## src/rtl/serial_transmitter_pkg.sv

```systemverilog
// rtl/serial_transmitter_pkg.sv - shared serial line states and constants
// Purpose: FSM state type and line-level constants shared by the serial
//          transmitter and the matching receiver.
// Ports:   none (package)
package serial_transmitter_pkg;

    typedef enum logic [2:0] {
        IDLE   = 3'd0,
        START  = 3'd1,
        DATA   = 3'd2,
        PARITY = 3'd3,
        STOP   = 3'd4
    } tx_state_t;

    localparam logic LINE_IDLE = 1'b1;
    localparam logic START_BIT = 1'b0;
    localparam int   DATA_BITS = 8;

endpackage

```

## src/rtl/serial_transmitter_bit_timer.sv

```systemverilog
// rtl/serial_transmitter_bit_timer.sv - bit-period counter for the serial transmitter
// Purpose: counts 0..CLKS_PER_BIT-1 and flags the last cycle of each bit period.
// Ports:
//   clk   - clock, posedge
//   reset - synchronous active-high reset
//   clear - restart the period at count 0 on the next cycle
//   tick  - high in the last cycle of the current bit period
module bit_timer
    import serial_transmitter_pkg::*;
#(
    parameter int CLKS_PER_BIT = 1
) (
    input  logic clk,
    input  logic reset,
    input  logic clear,
    output logic tick
);

    localparam int CW = (CLKS_PER_BIT > 1) ? $clog2(CLKS_PER_BIT) : 1;
    localparam logic [CW-1:0] LAST = CW'(CLKS_PER_BIT - 1);

    logic [CW-1:0] cnt;

    always_ff @(posedge clk) begin
        if (reset || clear) begin
            cnt <= '0;
        end else if (cnt == LAST) begin
            cnt <= '0;
        end else begin
            cnt <= cnt + CW'(1);
        end
    end

    assign tick = (cnt == LAST);

endmodule

```

## src/rtl/serial_transmitter.sv

```systemverilog
// rtl/serial_transmitter.sv - byte-to-serial transmit stage with holding register
// Purpose: frames bytes as start, 8 data bits LSB first, optional parity and
//          1 or 2 stop bits on an idle-high registered serial line.
// Ports:
//   clk        - clock, posedge
//   reset      - synchronous active-high reset
//   tx_data    - byte to send, sampled on handshake
//   tx_valid   - tx_data is valid
//   tx_ready   - holding register empty
//   out        - registered serial line
//   busy       - a frame is on the line
//   frame_done - pulse in the last cycle of the final stop bit
module serial_transmitter
    import serial_transmitter_pkg::*;
#(
    parameter int CLKS_PER_BIT = 1,
    parameter int PARITY_EN    = 0,
    parameter int PARITY_ODD   = 0,
    parameter int STOP_BITS    = 1
) (
    input  logic       clk,
    input  logic       reset,
    input  logic [7:0] tx_data,
    input  logic       tx_valid,
    output logic       tx_ready,
    output logic       out,
    output logic       busy,
    output logic       frame_done
);

    tx_state_t  state, state_n;
    logic [7:0] shift, shift_n;
    logic [2:0] bit_cnt, bit_cnt_n;
    logic       par, par_n;
    logic       out_n;
    logic [7:0] hold_data;
    logic       hold_full;
    logic       take_hold;
    logic       tick;
    logic       timer_clear;

    // Restart the bit period whenever the state changes; IDLE keeps it parked
    // at zero so START always gets a full period.
    assign timer_clear = (state_n != state) || (state == IDLE);

    bit_timer #(.CLKS_PER_BIT(CLKS_PER_BIT)) u_bit_timer (
        .clk   (clk),
        .reset (reset),
        .clear (timer_clear),
        .tick  (tick)
    );

    always_comb begin
        state_n    = state;
        shift_n    = shift;
        bit_cnt_n  = bit_cnt;
        par_n      = par;
        take_hold  = 1'b0;
        frame_done = 1'b0;
        case (state)
            IDLE: begin
                if (hold_full) begin
                    shift_n   = hold_data;
                    par_n     = (^hold_data) ^ (PARITY_ODD != 0);
                    take_hold = 1'b1;
                    state_n   = START;
                end
            end
            START: begin
                if (tick) begin
                    state_n   = DATA;
                    bit_cnt_n = '0;
                end
            end
            DATA: begin
                if (tick) begin
                    shift_n   = shift >> 1;
                    bit_cnt_n = bit_cnt + 3'd1;
                    if (bit_cnt == 3'(DATA_BITS - 1)) begin
                        bit_cnt_n = '0;
                        state_n   = (PARITY_EN != 0) ? PARITY : STOP;
                    end
                end
            end
            PARITY: begin
                if (tick) begin
                    state_n   = STOP;
                    bit_cnt_n = '0;
                end
            end
            STOP: begin
                // bit_cnt counts stop-bit periods here
                if (tick) begin
                    if (bit_cnt == 3'(STOP_BITS - 1)) begin
                        frame_done = 1'b1;
                        bit_cnt_n  = '0;
                        if (hold_full) begin
                            shift_n   = hold_data;
                            par_n     = (^hold_data) ^ (PARITY_ODD != 0);
                            take_hold = 1'b1;
                            state_n   = START;
                        end else begin
                            state_n = IDLE;
                        end
                    end else begin
                        bit_cnt_n = bit_cnt + 3'd1;
                    end
                end
            end
            default: state_n = IDLE;
        endcase

        // Line value is computed for the upcoming state so the flop shows it
        // in the same cycle the FSM enters that state.
        case (state_n)
            START:   out_n = START_BIT;
            DATA:    out_n = shift_n[0];
            PARITY:  out_n = par_n;
            default: out_n = LINE_IDLE;
        endcase
    end

    always_ff @(posedge clk) begin
        if (reset) begin
            state     <= IDLE;
            shift     <= '0;
            bit_cnt   <= '0;
            par       <= 1'b0;
            out       <= LINE_IDLE;
            hold_full <= 1'b0;
            hold_data <= '0;
        end else begin
            state   <= state_n;
            shift   <= shift_n;
            bit_cnt <= bit_cnt_n;
            par     <= par_n;
            out     <= out_n;
            // A new byte wins over the shifter emptying the register.
            if (tx_valid && tx_ready) begin
                hold_data <= tx_data;
                hold_full <= 1'b1;
            end else if (take_hold) begin
                hold_full <= 1'b0;
            end
        end
    end

    assign tx_ready = !hold_full;
    assign busy     = (state != IDLE);

endmodule
```

## config.mk

```make
export PLATFORM = sky130hd
export DESIGN_NAME = serial_transmitter
export DESIGN_NICKNAME = d
export VERILOG_FILES = /design/src/rtl/serial_transmitter_pkg.sv /design/src/rtl/serial_transmitter_bit_timer.sv /design/src/rtl/serial_transmitter.sv
export SDC_FILE = /design/constraint.sdc
export NUM_CORES = 1
export LEC_CHECK = 0
export ABC_AREA = 1
export BUFFER_PORTS_ARGS = -buffer_cell sky130_fd_sc_hd__buf_2
export CAP_MARGIN = 25
export CORE_MARGIN = 2
export CORE_UTILIZATION = 60
export DETAILED_ROUTE_END_ITERATION = 10
export HOLD_SLACK_MARGIN = 0.1
export PLACE_DENSITY = 0.91
export SLEW_MARGIN = 25
export SYNTH_ARGS = -nofsm -noshare
export SYNTH_HDL_FRONTEND = slang
export SYNTH_SLANG_ARGS = --single-unit
```

## constraint.sdc

```tcl
create_clock -name clk -period 2.3 [get_ports clk]
set_clock_uncertainty 0.15 [all_clocks]
set_input_delay 0.69 -clock clk [delete_from_list [all_inputs] [get_ports clk]]
set_output_delay 0.69 -clock clk [all_outputs]
set_load 0.01 [all_outputs]
```

# Word-level counts from Yosys, hierarchy flattened

Index checks and enable logic that the tools add are counted.
W data, S select, Z words.

Flip-flop bits (word level): 26
Input bits: 11
Output and inout port bits: 4

Add/sub/neg operators: 2
Eq/ne operators: 13
Mux-type cells: 34
Bitwise gates (word level): 1
Reductions and logical operators: 15

Operators with widths:

| operator              | number |
|---|---|
| $mux W3               | 12 |
| $mux W8               | 4 |
| $pmux W8 S3           | 1 |
| $pmux W3 S5           | 1 |
| $eq A3 B2 Y1 const B  | 4 |
| $mux W1               | 12 |
| $pmux W3 S3           | 1 |
| $reduce_bool A3 Y1    | 3 |
| $ne A2 B2 Y1 const B  | 4 |
| $reduce_and A4 Y1     | 2 |
| $reduce_xor A8 Y1     | 1 |
| $eq A3 B1 Y1 const B  | 2 |
| $eq A3 B3 Y1 const B  | 2 |
| $logic_not A3 Y1      | 2 |
| $pmux W1 S2           | 2 |
| $reduce_or A2 Y1      | 2 |
| $add A3 B1 Y3 const B | 1 |
| $ne A3 B3 Y1          | 1 |
| $pmux W1 S3           | 1 |
| $logic_or A1 B1 Y1    | 2 |
| $reduce_bool A2 Y1    | 1 |
| $add A1 B1 Y1 const B | 1 |
| $logic_and A1 B1 Y1   | 1 |
| $logic_not A1 Y1      | 1 |
| $not A1 Y1            | 1 |

# Logic depth before layout (Yosys ltp)

Gate-level depths: netlist (run 1).

Depth in word-level cells: 8
Depth in mapped cells: 13
Depth with buffers taken out: 13

# By module

Synthesis (run 1) repeated with hierarchy kept, for this count alone.

Cell total of the unflattened synthesis: 245
Area, all modules: 1,575.3 um^2

By module, submodules not included:

| module             | instances | cells an instance | area each (um^2) |
|---|---|---|---|
| serial_transmitter | 1         | 242               | 1,547.7 |
| bit_timer          | 1         | 3                 | 27.5 |

# Least setup slack after synthesis (run 1)

OpenSTA, ideal clock, no wires.

Kind: reg-to-output
From: reg bit_cnt[0]
To: out frame_done
Data arrival time: 0.963 ns
Slack: 0.497 ns
Stages on the path, launching flop included: 7
Buffers on the path: 0
Cell sequence: dfxtp_1 inv_1 ha_1 inv_1 nor2_1 nand2_1 nor2_1

Word-level cells in the longest chain between the ends: 4

Ends and longest elaborated chain:

| item                     | RTL line                  | text |
|---|---|---|
| start: declaration       | serial_transmitter.sv:33  | `logic [2:0] bit_cnt, bit_cnt_n;` |
| start signal: assignment | serial_transmitter.sv:135 | `bit_cnt <= bit_cnt_n;` |
| $logic_not A3 Y1         | serial_transmitter.sv:94  | `if (bit_cnt == 3'(STOP_BITS - 1)) begin` |
| $mux W1                  | serial_transmitter.sv:94  |  |
| $mux W1                  | serial_transmitter.sv:93  | `if (tick) begin` |
| $mux W1                  | serial_transmitter.sv:60  | `case (state)` |
| end: declaration         | serial_transmitter.sv:28  | `output logic frame_done` |

No other way between the ends.

# Worst setup path after layout (run 1)

From: reg bit_cnt[1]
To: out frame_done

The elaborated chain is that of the path after synthesis.

==> results.yml, run 1 <==
timing:
  timing.fmax_mhz: 452
  timing.final.hold_violations: 0
  final.setup.tns_ns: 0
  post-route-min-period_ns: 2.21
  final_worst_path_cycle_share: 0.962
  report.final.setup_viol: 0
  slew_violations: 0
  fin_ws_ns: 0.0863
place:
  port_buffers: 14
  place.gp.congestion: 0.763
  place_worst_setup_slack_ns: 0.393
  placedInstanceArea_um2: 1500
  dp.cells: 254
  hpwl_detailed_um: 2130
clock_tree:
  clkLatencyLatePin_ns: 0.33
  ctsHtreeMaxLevel: 1
  numClockSinks: 26
  tritoncts.num_buffers: 3
  clkSlewWorstSetupHoldPaths_ns: 0.15
  cts_tree: "yes"
  cts_root_buf: "clkbuf_4"
  cts_max_path_buffers: 2
  post_cts_hold_buffer_count: 0
critical_path:
  cpPeakStageDelay_ns: 0.35
  endpoint_kind: "output port"
  startpoint_type: "flip-flop"
  crit_path_cell_trace: "inv_2 -> ha_4 -> inv_2 -> nor2_2 -> nand2_2 -> nor2_1 -> buf_2"
  cpMaxStageDelayCell: "dfxtp_2"
  path_common_cell: "inv_2"
  r2r-end: "out$_SDFF_PP1_"
  reg2reg_from: "hold_full$_SDFFE_PP0P_"
  cp_data_required_time_ns: 1.46
  setup.worst_path.start: "bit_cnt[1]$_SDFFE_PP0P_"
  critical_path_arrival_ns: 1.37
  worstPathMaxFanout: 3
  timing.reg2reg.worst_path_depth: 9
  crit_type: "flip-flop to output port"
  timing.reg2reg.setup_slack_ns: 0.62
floorplan:
  die_area_um2: 2770
  die_height_um: 52.6
  placeableCoreArea_um2: 2230
  design.portCount: 15
  placementRows: 17
  dieWidth_um: 52.6
  effective_utilization_at_floorplan: 0.635
pwr:
  power.density_nw_per_um2: 649
  power.ir.vdd_worst_mv: 0.494
  internal_pwr_total_mw: 0.731
  clock_power_share: 0.313
  total_leakage_power_nw: 0.787
  combinationalPowerShare: 0.190
  switching_share: 0.285
  share_seq_of_total_power: 0.497
  power.net_switching_mw: 0.291
worst_hold_path:
  hold_path_cell_cnt: 2
  hold_class: "flip-flop to flip-flop"
  worstHoldStart: "shift[0]$_SDFF_PP0_"
  whs_endpoint: "shift[0]$_SDFF_PP0_"
grt:
  grt_use_total: 0.245
  globalRoute.totalOverflow: 0
  first_pass_grt_wire_length_um: 4990
  grt_start_max_net_pins: 17
  grt_pass1_vias: 1214
  initial_antenna_violation_count: 0
cells_and_area:
  num_antenna_cells: 0
  postLayoutCellArea_um2: 1580
  layout-drive-gt1-share: 0.165
  final_cells: 258
  finish.net_count: 245
  p_r_area_growth_vs_syn_pct: 11.1
  final_core_utilization: 0.705
synthesis:
  postSynthAreaPerCell_um2: 6.56
  yosys-top-cells-area: "dfxtp_1 37%, nand2_1 17%, a21oi_1 7.1%, nor2_1 6.9%, inv_1 6.4%"
  ys_types: 27
  ys_async_sr_fraction: 0
  seq_area_frac_synth: 0.367
  synth-warning-count: 0
  postSynthRegisterBits: 26
  ys_dominant_reg_cell: "dfxtp_1"
  syn-num-nets: 230
  synth_enable_flop_cells: 0
  syn-cell-area_um2: 1420
  yosysTopAreaCellShare: 0.367
  syn_inst: 216
  leading_area_contributor_after_synthesis: "dfxtp_1"
routing:
  number_of_drc_violations_after_detailed_routing: 0
  routed_wire_length_per_instance_um: 11.3
  vias_per_cell: 5.21
  drt_first_pass_iters: 4
  num_vias: 1343
  drt_wl_total_um: 2900
  first_iter_violations: 39
  postRouteAntennaNets: 0
run:
  timing.max_cap.violations: 0
status:
  outcome: "finished clean"
## critical path: cells and delay by family (launching register included)
family / cells / cell delay, ns
DFF: 1 / 0.35
and+or+nand+nor: 3 / 0.34
adders and majority gates: 1 / 0.13
buffers and inverters: 3 / 0.23
## timing repair
| action | CTS | global route |
|---|---|---|
| gates resized for setup | 0 | 9 |
| setup endpoints to repair | 0 | 1 |
| buffers inserted | 0 | 0 |
## power by group through the flow
stage                     logic [mW]  registers (mW)  clock network (mW)
after global routing           0.230           0.512               0.335
final                          0.195           0.508               0.320
after floorplan                0.150           0.509                   0
after detailed placement       0.187           0.516                   0
after CTS                      0.188           0.506               0.324
after global placement         0.181           0.515                   0
## cells in the final DEF (no fill, tap or decap)
cell type	count
nand2_1	65
nor2_1	25
dfxtp_1	24
inv_1	21
a21oi_1	20
buf_2	14
o21ai_0	13
nand3_1	7
inv_2	4
nand2_4	4
o21ai_1	4
nand4_1	3
clkbuf_4	3
nor2_2	2
nand2_2	2
a31oi_1	2
xnor2_1	2
nand3_2	2
ha_1	2
dfxtp_2	2
nor2_4	1
clkinv_2	1
a211oi_1	1
or2_4	1
o21bai_1	1
o211a_1	1
ha_4	1
bufinv_16	1
conb_1	1
## kinds of logic after synthesis
family	after synthesis	synth area share
flops	26	0.367
xor+xnor	2	0.0124
simple gates	112	0.350
compound gates	42	0.157
other cells	1	0.00265
buf+inv	30	0.0838
fa+ha+maj	3	0.0265
## layer usage
layer / vias up / wire length (µm) / track usage
li1: 717 / - / -
met1: 582 / 1310 / 0.295
met2: 39 / 1380 / 0.427
met3: 5 / 166 / 0.0343
met4: 0 / 39 / 0.107
met5: - / 0 / 0
## registers in the layout (all words and copies together), names as in the netlist
name	count
u_bit_timer.cnt	1
par	1
out	1
shift	8
state	3
hold_data	8
hold_full	1
bit_cnt	3
## worst max-delay path by stage
| stage | end | slack [ns] | cells past startpoint |
|---|---|---|---|
| 2_1_floorplan | frame_done | 0.50 | 6 |
| 3_3_place_gp | frame_done | 0.44 | 7 |
| 3_5_place_dp | frame_done | 0.39 | 7 |
| 4_1_cts | frame_done | 0.01 | 7 |
| 5_1_grt | frame_done | -0.004 | 7 |
| 6_report | frame_done | 0.09 | 7 |
## per-stage QoR
step / hold slack, ns / total power [mW]
after floorplan: 0.299 / 0.659
after global placement: 0.314 / 0.696
after CTS: 0.352 / 1.02
after detailed placement: 0.329 / 0.703
final: 0.351 / 1.02
after global routing: 0.388 / 1.08
## cells in the mapped netlist, types with 2 or more instances
library cell / instances
a31oi_1: 2
o21ai_1: 4
nor2_1: 26
clkbuf_1: 2
xnor2_1: 2
o21ai_0: 13
nand4_1: 3
nand2_4: 4
nand3_1: 7
a21oi_1: 20
dfxtp_1: 26
ha_1: 3
nand3_2: 2
nand2_1: 66
inv_1: 24
## final cells by class
class | count | area (µm²)
fillers | 197 | 658
clock inverters | 1 | 30.0
inverters | 26 | 98.8
clock buffers | 3 | 22.5
flip-flops and latches | 26 | 523
well taps | 28 | 35.0
repair buffers | 14 | 70.1
multi-input cells | 160 | 796
Note: power is estimated with default switching activity, not from simulation.
==> inputs of run 2 (changes only) <==
Settings changed: ABC_AREA 1 to not set, PLACE_DENSITY 0.91 to 0.92.
==> results.yml, run 2 <==
status:
  outcome: "finished with violations"
  failed_checks: "setup timing"
cells_and_area:
  layout.cells.most_common_list: "25 x nor2_1, 23 x dfxtp_1, 14 x buf_2, 10 x mux2i_1"
  postLayoutCellArea_um2: 1470
  p_r_area_growth_vs_syn_pct: 14.7
  final_core_utilization: 0.744
  layout.cells.most_common: "nor2_1"
  num_antenna_cells: 0
  reg.largest.list: "hold_data (8), shift (8)"
  finish.net_count: 171
  final_cells: 183
  layout-drive-gt1-share: 0.263
clock_tree:
  post_cts_hold_buffer_count: 0
  cts_tree: "yes"
  numClockSinks: 26
  clkSlewWorstSetupHoldPaths_ns: 0.13
  tritoncts.num_buffers: 3
  cts_max_path_buffers: 2
  ctsHtreeMaxLevel: 1
  clkLatencyLatePin_ns: 0.32
  cts_root_buf: "clkbuf_4"
floorplan:
  dieWidth_um: 50.3
  design.portCount: 15
  effective_utilization_at_floorplan: 0.648
  placeableCoreArea_um2: 1980
  die_area_um2: 2530
  placementRows: 16
  die_height_um: 50.3
timing:
  post-route-min-period_ns: 2.47
  final_worst_path_cycle_share: 1.07
  final.setup.tns_ns: -0.172
  timing.final.hold_violations: 0
  unrepaired_setup_endpoints_after_global_routing: "yes"
  report.final.setup_viol: 1
  timing.max_slew.rel_slack: 0.604
  slew_violations: 0
  fin_ws_ns: -0.172
  worst-slew-pin-transition_ns: 0.594
  timing.fmax_mhz: 405
grt:
  grt_use_total: 0.265
  grt_start_max_net_pins: 25
  grt_pass1_vias: 1046
  initial_antenna_violation_count: 0
  globalRoute.totalOverflow: 0
  first_pass_grt_wire_length_um: 4990
critical_path:
  crit_type: "flip-flop to output port"
  endpoint_kind: "output port"
  cpMaxStageDelayCell: "or3b_4"
  critical_path_arrival_ns: 1.63
  crit_path_cell_trace: "inv_2 -> ha_4 -> or3b_4 -> nor4_4 -> buf_2"
  cpPeakStageDelay_ns: 0.39
  startpoint_type: "flip-flop"
  worst_path_dominant_cell_family: "simple AND/OR/NAND/NOR gates"
  critPathBufInv: 2
  cp_data_required_time_ns: 1.46
  worstPathMaxFanout: 2
synthesis:
  leading_area_contributor_after_synthesis: "dfxtp_1"
  syn_inst: 138
  postSynthRegisterBits: 26
  ys_types: 38
  synth-warning-count: 0
  syn-num-nets: 152
  synth-xor-area-share: 0.0477
  syn-cell-area_um2: 1280
  yosysMostFrequentCell: "dfxtp_1"
  ys_dominant_reg_cell: "dfxtp_1"
  yosysTopAreaCellShare: 0.405
  post_synthesis_compound_gate_area_fraction: 0.196
  seq_area_frac_synth: 0.405
  yosys-top-cells-area: "dfxtp_1 41%, mux2i_1 7.8%, nor2_1 7.3%, xnor2_1 4.8%, a222oi_1 4.7%"
  ys_async_sr_fraction: 0
  synth_adder_area_share: 0.0292
  combinational_family_with_the_most_area_after_synthesis: "simple AND/OR/NAND/NOR gates"
  yosys-mux-area-fraction: 0.0779
  synth_common_cells: "26 x dfxtp_1, 25 x nor2_1, 10 x mux2i_1"
  synth_enable_flop_cells: 0
  postSynthAreaPerCell_um2: 9.31
  yosys.area_share.simple: 0.200
place:
  dp.cells: 175
  port_buffers: 14
  placedInstanceArea_um2: 1380
  hpwl_detailed_um: 1940
  place.gp.congestion: 0.887
routing:
  postRouteAntennaNets: 0
  number_of_drc_violations_after_detailed_routing: 0
  num_vias: 1128
  vias_per_cell: 6.16
  first_iter_violations: 80
  drt_first_pass_iters: 5
  drt_wl_total_um: 3010
  routed_wire_length_per_instance_um: 16.5
pwr:
  power.ir.vdd_worst_mv: 0.547
  total_leakage_power_nw: 0.573
  power.density_nw_per_um2: 640
worst_hold_path:
  hold_class: "flip-flop to flip-flop"
run:
  timing.max_cap.violations: 0
## run 2: cell types whose count changed after synthesis, moves of 4 or more
cell,change
nand2_4,-4
xnor2_1,+5
nand3_1,-6
a21oi_1,-16
nand2_1,-59
inv_1,-19
a222oi_1,+6
mux2i_1,+10
o21ai_0,-10
o21ai_1,-4
## run 2: repair_timing
item	CTS	global route
gates resized for setup	7	2
pin swaps	1	0
setup endpoints to repair	1	2
buffers inserted	4	0
gates cloned	0	0
## run 2: final cells by class
type,count,area (µm²)
multi-input cells,100,738
flip-flops and latches,26,524
fillers,143,508
repair buffers,21,123
clock buffers,4,36.3
well taps,27,33.8
inverters,5,18.8
## run 2: metal layers
layer  global-route usage  vias to the layer above  wire length [µm]  share of wire
li1                     -                      527                 -              -
met1                0.345                      506              1200           0.40
met2                0.412                       81              1450           0.48
met3               0.0565                       14               248          0.082
met4                0.130                        0               119          0.040
met5                    0                        -                 0              0
## run 2: where the power goes
part | total, mW | internal, mW | switching, mW
sequential | 0.513 | 0.479 | 0.0344
combinational | 0.201 | 0.0949 | 0.106
clock | 0.230 | 0.0969 | 0.133
## run 2: per-stage QoR
step	worst slack (ns)	power, mW	hold WS, ns
finish	-0.172	0.944	0.345
global route	-0.205	0.981	0.366
CTS	-0.0825	0.938	0.350
detailed placement	0.130	0.706	0.320
global placement	0.163	0.696	0.305
floorplan	0.156	0.658	0.287
## run 2: logic make-up (layout without fill, tap and decap cells)
logic type      Yosys count  after routing
xor+xnor                  7              7
flops                    26             26
other cells               1              1
buf+inv                  12             30
mux                      10             10
compound gates           30             30
fa+ha+maj                 3              3
simple gates             49             49
## run 2: worst register-to-register path: stages (launching register included)
cell	delay [ns]
dfxtp_2	0.36
inv_2	0.08
ha_4	0.14
buf_4	0.10
and4bb_2	0.27
a22oi_2	0.16
a222oi_1	0.57
o221ai_2	0.17
## run 2: worst paths after layout
kind | start | to | slack (ns) | depth (start not counted)
worst max-delay path | bit_cnt[1]$_SDFFE_PP0P_ | frame_done | -0.17 | 5
worst min-delay path | par$_SDFF_PP0_ | out$_SDFF_PP1_ | 0.35 | 2
worst min register to register | par$_SDFF_PP0_ | out$_SDFF_PP1_ | 0.35 | 2
worst max register to register | bit_cnt[1]$_SDFFE_PP0P_ | out$_SDFF_PP1_ | 0.18 | 7
==> inputs of run 3 (changes only) <==
--- a/config.mk
+++ b/config.mk
@@ -13,4 +13,5 @@
 export HOLD_SLACK_MARGIN = 0.1
 export PLACE_DENSITY = 0.92
+export SETUP_SLACK_MARGIN = 0.3
 export SLEW_MARGIN = 25
 export SYNTH_ARGS = -nofsm -noshare
--- a/constraint.sdc
+++ b/constraint.sdc
@@ -3,3 +3,3 @@
 set_input_delay 0.69 -clock clk [delete_from_list [all_inputs] [get_ports clk]]
 set_output_delay 0.69 -clock clk [all_outputs]
-set_load 0.01 [all_outputs]
+set_load 0.02 [all_outputs]
==> results.yml, run 3 (synthesis results as in run 2) <==
clock_tree:
  ctsHtreeMaxLevel: 1
  cts_max_path_buffers: 2
  clkSlewWorstSetupHoldPaths_ns: 0.14
  cts_root_buf: "clkbuf_4"
  clkLatencyLatePin_ns: 0.33
  cts_tree: "yes"
  tritoncts.num_buffers: 3
  numClockSinks: 26
  post_cts_hold_buffer_count: 0
worst_hold_path:
  hold_class: "flip-flop to flip-flop"
  hold_path_cell_cnt: 2
cells_and_area:
  final_core_utilization: 0.792
  num_antenna_cells: 0
  layout.cells.most_common: "nor2_1"
  postLayoutCellArea_um2: 1570
  layout.cells.most_common_list: "25 x nor2_1, 21 x dfxtp_1, 20 x buf_4, 12 x buf_2, 10 x mux2i_1"
  layout-drive-gt1-share: 0.323
  finish.net_count: 182
  reg.largest.list: "hold_data (8), shift (8)"
  p_r_area_growth_vs_syn_pct: 22.1
critical_path:
  endpoint_kind: "output port"
  cpMaxStageDelayCell: "or3b_4"
  timing.reg2reg.worst_path_depth: 8
  startpoint_type: "flip-flop"
  worstPathMaxFanout: 2
  timing.reg2reg.setup_slack_ns: 0.42
  critical_path_arrival_ns: 1.58
  cp_data_required_time_ns: 1.46
  crit_path_cell_trace: "inv_2 -> ha_4 -> or3b_4 -> nor4_4 -> buf_4"
  cpPeakStageDelay_ns: 0.39
  crit_type: "flip-flop to output port"
grt:
  initial_antenna_violation_count: 0
  first_pass_grt_wire_length_um: 5260
  grt_start_max_net_pins: 25
  grt_pass1_vias: 1134
  globalRoute.totalOverflow: 0
  grt_use_total: 0.276
timing:
  slew_violations: 0
  fin_ws_ns: -0.118
  report.final.setup_viol: 1
  post-route-min-period_ns: 2.42
  timing.final.hold_violations: 0
  timing.fmax_mhz: 414
  final_worst_path_cycle_share: 1.05
  unrepaired_setup_endpoints_after_global_routing: "yes"
routing:
  first_iter_violations: 90
  drt_wl_total_um: 3120
  vias_per_cell: 5.88
  num_vias: 1141
  routed_wire_length_per_instance_um: 16.1
  number_of_drc_violations_after_detailed_routing: 0
  drt_first_pass_iters: 4
  postRouteAntennaNets: 0
floorplan:
  design.portCount: 15
  placeableCoreArea_um2: 1980
  effective_utilization_at_floorplan: 0.648
  dieWidth_um: 50.3
  die_height_um: 50.3
  placementRows: 16
  die_area_um2: 2530
place:
  place.gp.congestion: 0.956
  placedInstanceArea_um2: 1390
  place_worst_setup_slack_ns: 0.117
  hpwl_detailed_um: 1970
  port_buffers: 14
pwr:
  power.ir.vdd_worst_mv: 0.589
  total_leakage_power_nw: 0.631
  power.density_nw_per_um2: 629
status:
  failed_checks: "setup timing"
  outcome: "finished with violations"
run:
  timing.max_cap.violations: 0
run 3: changes by cell type in the layout (fill, tap and decap cells not counted):
cell	change
dfxtp_4	+2
buf_2	-2
dfxtp_1	-2
buf_4	+13
run 3: worst paths after layout:
check / startpoint / endpoint
setup / recovery: bit_cnt[1]$_SDFFE_PP0P_ / frame_done
hold / removal: par$_SDFF_PP0_ / out$_SDFF_PP1_
setup reg to reg: bit_cnt[1]$_SDFFE_PP0P_ / par$_SDFF_PP0_
hold reg to reg: par$_SDFF_PP0_ / out$_SDFF_PP1_
run 3: layout make-up:
type                    instances  area (µm²)
multi-input cells             100         738
flip-flops and latches         26         532
fillers                       120         413
repair buffers                 32         210
clock buffers                   4        36.3
well taps                      27        33.8
inverters                       5        18.8
run 3: power breakdown:
| part | switching, mW | internal, mW |
|---|---|---|
| clock | 0.140 | 0.0972 |
| sequential | 0.0283 | 0.478 |
| combinational | 0.125 | 0.118 |
| total | 0.294 | 0.694 |
run 3: critical path: cells and delay by family, from the launching register on:
kind,cells,cell delay (ns)
buffers and inverters,2,0.24
AND/OR/NAND/NOR,2,0.53
flip-flops,1,0.35
adder cells (fa/ha/maj),1,0.13
run 3: repair_timing:
item	in CTS	in global routing
setup buffers	11	4
gates resized for setup	13	0
cloned	0	0
setup endpoints to repair	4	4
pin swaps	3	2
run 3: layer usage:
metal  vias to the layer above  part of all wire  GRT usage
met5                         -                 0          0
met2                        56              0.48      0.471
li1                        551                 -          -
met4                         0             0.021      0.120
met1                       525              0.43      0.338
met3                         9             0.070     0.0476
run 3: stage by stage:
stage	TNS [ns]	std cells	power [mW]	hold WS [ns]
floorplan	0	138	0.667	0.287
global placement	0	175	0.705	0.307
detailed placement	0	175	0.716	0.320
CTS	-0.105	190	0.968	0.363
global route	-0.162	194	1.03	0.368
finish	-0.118	194	0.987	0.347
